### src/rtl/ascon128_top.sv
// ascon128_top: iterative Ascon-128 AEAD core for one key, one nonce, one
// 64-bit associated-data block and one 64-bit plaintext block.
// It free-runs through LOAD -> INIT -> AD -> FINAL -> OUT -> LOAD.
// Inputs are captured only in LOAD. Each OUT publishes C/T and pulses DONE.
//
// Ports:
//   CLK   rising-edge clock
//   RST   synchronous active-high reset
//   SK    128-bit key (SK[127:64] is the first key word)
//   N     128-bit nonce (N[127:64] is the first nonce word)
//   A     64-bit associated-data block (final, already padded)
//   P     64-bit plaintext block (final, already padded)
//   C     64-bit ciphertext, registered
//   T     128-bit tag, registered
//   DONE  one-cycle pulse when C/T update
//
// Build option:
//   ASCON_UNROLL2_EN  chains two rounds per cycle (17-cycle period
//                     instead of 32), with bit-identical results.
module ascon128_top (
  input  logic         CLK,
  input  logic         RST,
  input  logic [127:0] SK,
  input  logic [127:0] N,
  input  logic [63:0]  A,
  input  logic [63:0]  P,
  output logic [63:0]  C,
  output logic [127:0] T,
  output logic         DONE
);

  localparam logic [63:0] IV = 64'h80400c0600000000;

`ifdef ASCON_UNROLL2_EN
  localparam logic [3:0] FULL_LAST = 4'd5;
  localparam logic [3:0] PB_LAST   = 4'd2;
`else
  localparam logic [3:0] FULL_LAST = 4'd11;
  localparam logic [3:0] PB_LAST   = 4'd5;
`endif

  typedef enum logic [2:0] {LOAD, INIT, AD, FINAL, OUT} state_t;

  state_t       fsm;
  logic [3:0]   cnt;
  logic [319:0] st;      // {x0, x1, x2, x3, x4}
  logic [127:0] k_r;
  logic [63:0]  a_r;
  logic [63:0]  p_r;
  logic [63:0]  c_int;

  logic [319:0] rin;
  logic [319:0] rout;
  logic [3:0]   rbase;
  logic [3:0]   ridx;

  function automatic logic [63:0] ror(input logic [63:0] v, input int sh);
    return (v >> sh) | (v << (64 - sh));
  endfunction

  function automatic logic [319:0] ascon_round(input logic [319:0] sin,
                                               input logic [3:0]   ri);
    logic [63:0] s0, s1, s2, s3, s4, t0, t1, t2, t3, t4;
    {s0, s1, s2, s3, s4} = sin;
    s2 = s2 ^ {56'd0, 4'd15 - ri, ri};
    // bit-sliced 5-bit sbox, x0 is the MSB of each column
    s0 = s0 ^ s4; s4 = s4 ^ s3; s2 = s2 ^ s1;
    t0 = ~s0 & s1; t1 = ~s1 & s2; t2 = ~s2 & s3; t3 = ~s3 & s4; t4 = ~s4 & s0;
    s0 = s0 ^ t1; s1 = s1 ^ t2; s2 = s2 ^ t3; s3 = s3 ^ t4; s4 = s4 ^ t0;
    s1 = s1 ^ s0; s0 = s0 ^ s4; s3 = s3 ^ s2; s2 = ~s2;
    s0 = s0 ^ ror(s0, 19) ^ ror(s0, 28);
    s1 = s1 ^ ror(s1, 61) ^ ror(s1, 39);
    s2 = s2 ^ ror(s2, 1)  ^ ror(s2, 6);
    s3 = s3 ^ ror(s3, 10) ^ ror(s3, 17);
    s4 = s4 ^ ror(s4, 7)  ^ ror(s4, 41);
    return {s0, s1, s2, s3, s4};
  endfunction

  // Phase-boundary XORs are folded into the first round of the next phase.
  always_comb begin
    rin = st;
`ifdef ASCON_UNROLL2_EN
    rbase = cnt << 1;
`else
    rbase = cnt;
`endif
    ridx = rbase;
    case (fsm)
      AD: begin
        ridx = 4'd6 + rbase;
        if (cnt == 4'd0) begin
          rin[319:256] = st[319:256] ^ a_r;
          rin[127:0]   = st[127:0] ^ k_r;
        end
      end
      FINAL: begin
        if (cnt == 4'd0) begin
          rin[319:256] = st[319:256] ^ p_r;
          rin[255:128] = st[255:128] ^ k_r;
          rin[63:0]    = st[63:0] ^ 64'd1;
        end
      end
      default: ;
    endcase
`ifdef ASCON_UNROLL2_EN
    rout = ascon_round(ascon_round(rin, ridx), ridx + 4'd1);
`else
    rout = ascon_round(rin, ridx);
`endif
  end

  always_ff @(posedge CLK) begin
    if (RST) begin
      fsm   <= LOAD;
      cnt   <= 4'd0;
      st    <= '0;
      k_r   <= '0;
      a_r   <= '0;
      p_r   <= '0;
      c_int <= '0;
      C     <= '0;
      T     <= '0;
      DONE  <= 1'b0;
    end else begin
      DONE <= 1'b0;
      case (fsm)
        LOAD: begin
          k_r <= SK;
          a_r <= A;
          p_r <= P;
          st  <= {IV, SK, N};
          cnt <= 4'd0;
          fsm <= INIT;
        end
        INIT: begin
          st <= rout;
          if (cnt == FULL_LAST) begin
            cnt <= 4'd0;
            fsm <= AD;
          end else begin
            cnt <= cnt + 4'd1;
          end
        end
        AD: begin
          st <= rout;
          if (cnt == PB_LAST) begin
            cnt <= 4'd0;
            fsm <= FINAL;
          end else begin
            cnt <= cnt + 4'd1;
          end
        end
        FINAL: begin
          st <= rout;
          // ciphertext is x0 after absorbing P, before the final permutation
          if (cnt == 4'd0) c_int <= st[319:256] ^ p_r;
          if (cnt == FULL_LAST) begin
            cnt <= 4'd0;
            fsm <= OUT;
          end else begin
            cnt <= cnt + 4'd1;
          end
        end
        OUT: begin
          C    <= c_int;
          T    <= st[127:0] ^ k_r;
          DONE <= 1'b1;
          fsm  <= LOAD;
        end
        default: fsm <= LOAD;
      endcase
    end
  end

endmodule

### config.mk
export PLATFORM = sky130hd
export DESIGN_NAME = ascon128_top
export DESIGN_NICKNAME = d
export VERILOG_FILES = /design/src/rtl/ascon128_top.sv
export SDC_FILE = /design/constraint.sdc
export NUM_CORES = 2
export LEC_CHECK = 0
export CORE_UTILIZATION = 52
export DETAILED_ROUTE_END_ITERATION = 10
export PLACE_DENSITY = 0.77
export SYNTH_ARGS = -nofsm -noshare
export SYNTH_HDL_FRONTEND = slang
export SYNTH_SLANG_ARGS = --single-unit
export TNS_END_PERCENT = 30
### constraint.sdc
create_clock -name CLK -period 3.4 [get_ports CLK]
set_input_delay 0.34 -clock CLK [delete_from_list [all_inputs] [get_ports CLK]]
set_output_delay 0.34 -clock CLK [all_outputs]
set_load 0.03 [all_outputs]
==> flow_summary.yaml <==
setup_path:
  crit_buf_inv: 7
  cpPeakStageDelay_ns: 0.45
  reg2reg_from: "cnt[0]"
  arrival_ns: 4.21
  worst_setup_path_start_kind: "flip-flop"
  crit_start: "cnt[0]"
  cp_slowest_cell: "xnor3_1"
  critPathCaptureType: "flip-flop"
  crit_type: "reg2reg"
  critPathTopFamily: "buffers and inverters"
  path_max_fanout: 11
  cp_common_cell: "buf_6"
  critical_path.cell_chain: "inv_2 -> ha_4 -> buf_6 -> nor4bb_4 -> buf_6 -> buf_12 -> buf_12 -> buf_6 -> nand3_4 -> xnor2_4 -> ha_4 -> xor2_2 -> xnor2_1 -> buf_4 -> xnor3_1 -> a22o_1"
  crit_required_ns: 3.98
global_routing:
  grt_util_met3_pct: 16.7
  grt_use_met2_pct: 70.0
  grt-busiest-layer: "met2"
  grtUsageTotal_pct: 49.0
  antenna_found_initial: 9
  grt_use_met1_pct: 60.2
  grt_pass1_wl_um: 358000
  grt-ovfl-total: 0
  grt_max_degree: 177
  grt_pass1_vias: 49249
sta:
  grt_setup_unrepaired: "yes"
  fmax_ghz: 0.276
  setup_viol: 236
  fin_skew_ns: 0.0321
  worst_slack_ns: -0.224
  fin_crit_sh_pct: 107
  min_period_ns: 3.62
  hold_violations: 0
  setup-tns-final_ns: -18.28
  drv_slew: 0
  max_slew.worst_pin.slew_ns: 1.30
  slew-limit-headroom_pct: 13.5
clocking:
  cts.clk_slew.worst_paths_ns: 0.06
  cts_tree: "yes"
  clockBufferDepth: 3
  insertion_delay_ns: 0.72
  cts_made_buffers: 93
  ctsHoldBuffers: 0
  h-tree-depth: 3
  cts_num_sinks: 840
  cts-root-buf: "clkbuf_16"
placement:
  place_inst: 8266
  pre_cts_ws_ns: -0.433
  dp_hpwl_um: 200000
  gp_congestion: 1.14
  port_buffers: 578
cells_and_area:
  multiInputGateArea_um2: 39300
  post-route-util_pct: 78.0
  synthToLayoutAreaGrowth_pct: 48.1
  num-fill-cells: 6731
  layout_common_cells: "buf_4 (969), dfxtp_1 (834), nand2_1 (748), xnor2_1 (670), clkdlybuf4s50_1 (577)"
  seqCellArea_um2: 16800
  nNetsFinal: 7663
  final_common_cell: "buf_4"
  drive_above_1_share_pct: 29.3
  instances_no_fill: 8582
floorplanning:
  coreArea_um2: 100000
  io_pins: 579
  die_x_um: 321
  dieHeight_um: 321
  die-area_um2: 103000
  start_util_pct: 52.7
  rows: 116
routing:
  routed_wl_um: 269000
  drtIter0Drc: 8198
  routedWlPerCell_um: 31.4
  drtPass1Iterations: 9
  antenna_left: 0
  drc_errors: 0
  routed_via_density: 6.30
  vias: 54071
yosys:
  synth_seq_cells: 840
  yosysTopAreaCell: "dfxtp_1"
  async_reset_ff_share_pct: 0
  syn_inst: 5674
  syn_avg_cell_area_um2: 9.32
  ys_types: 77
  synthFlopType: "dfxtp_1"
  synth_edf_count: 0
  yosysSeqAreaShare_pct: 31.8
  post-synth-top-area-fraction_pct: 31.8
  yosys_warnings: 0
  syn-num-nets: 6193
  synth_area_um2: 52900
  synth_area_leaders: "dfxtp_1 (32%), xnor2_1 (14%), xnor3_1 (6.3%)"
outcome:
  violations: "setup timing"
  status: "finished with violations"
min_path:
  worstHoldPathType: "in2reg"
  hold_start: "RST"
flow_run:
  cap_violations: 0
routing by layer:
| layer | routed length (um) | share of wire, % |
|---|---|---|
| met5 | 136 | 0.051 |
| met2 | 110000 | 41 |
| met4 | 27300 | 10 |
| met1 | 91800 | 34 |
| met3 | 39900 | 15 |
cell families (layout without fill, tap and decap cells):
group                      Yosys count  after routing  share of synthesized area [%]
AOI/OAI and AO/OA                 1101           1101                           14.0
xor gates and xnor gates          1513           1513                           31.5
adders and majority gates          196            196                           4.37
buffers and inverters              443           1988                           3.53
DFF                                840            840                           31.8
muxes                              122            122                           2.37
other                                0              6                              0
and+or+nand+nor                   1459           1459                           12.5
final cells by class:
class                   instances  area share [%]
diodes                          6          0.0192
inverters                      37           0.177
flip-flops and latches        840            21.5
multi-input cells            4391            50.2
repair buffers               1781            21.8
well taps                    1357            2.17
clock inverters                44           0.782
clock buffers                 126            3.38
stage by stage:
| stage | area, um2 | hold slack [ns] |
|---|---|---|
| 4_1_cts | 73800 | 0.0518 |
| 2_1_floorplan | 52900 | 0.432 |
| 5_1_grt | 78300 | 0.0635 |
| 3_3_place_gp | 68100 | 0.436 |
| 6_report | 78400 | 0.0591 |
| 3_5_place_dp | 68100 | 0.446 |
worst paths after layout:
| path | slack, ns | end | cells after the start |
|---|---|---|---|
| worst max-delay path | -0.22 | st[276] | 16 |
| worst min-delay path | 0.06 | p_r[49] | 2 |
| worst min register to register | 0.45 | C[13] | 2 |
| worst max register to register | -0.22 | st[276] | 16 |
synthesized netlist by cell type, types with 50 or more instances:
master and instances:
and4_1 55, nand4_1 51, nor2_1 318, ha_1 133, nand2_1 753, xor2_1 373, clkbuf_1 321, nor3_1 53
o22ai_1 178, xnor2_2 104, nand3_1 100, mux2i_1 101, xnor2_1 846, a22oi_1 193, buf_2 50, a21oi_1 325
maj3_1 50, dfxtp_1 840, a211oi_1 194, a222oi_1 64, xnor3_1 148
timing repair:
item	4_1_cts	5_1_grt
resized for setup	280	534
pin swaps	90	256
setup buffers	43	91
cloned	6	10
setup endpoints to repair	281	319
state kept, by name, indices dropped and copies added (netlist names):
register and count:
T 128, c_int 64, DONE 1, p_r 64, cnt 4, C 64
st 320, a_r 64, k_r 128, fsm 3
Power is left out: the tool's default activity adds up to more than one toggle a clock period on the data nets, which glitch-free logic cannot reach.
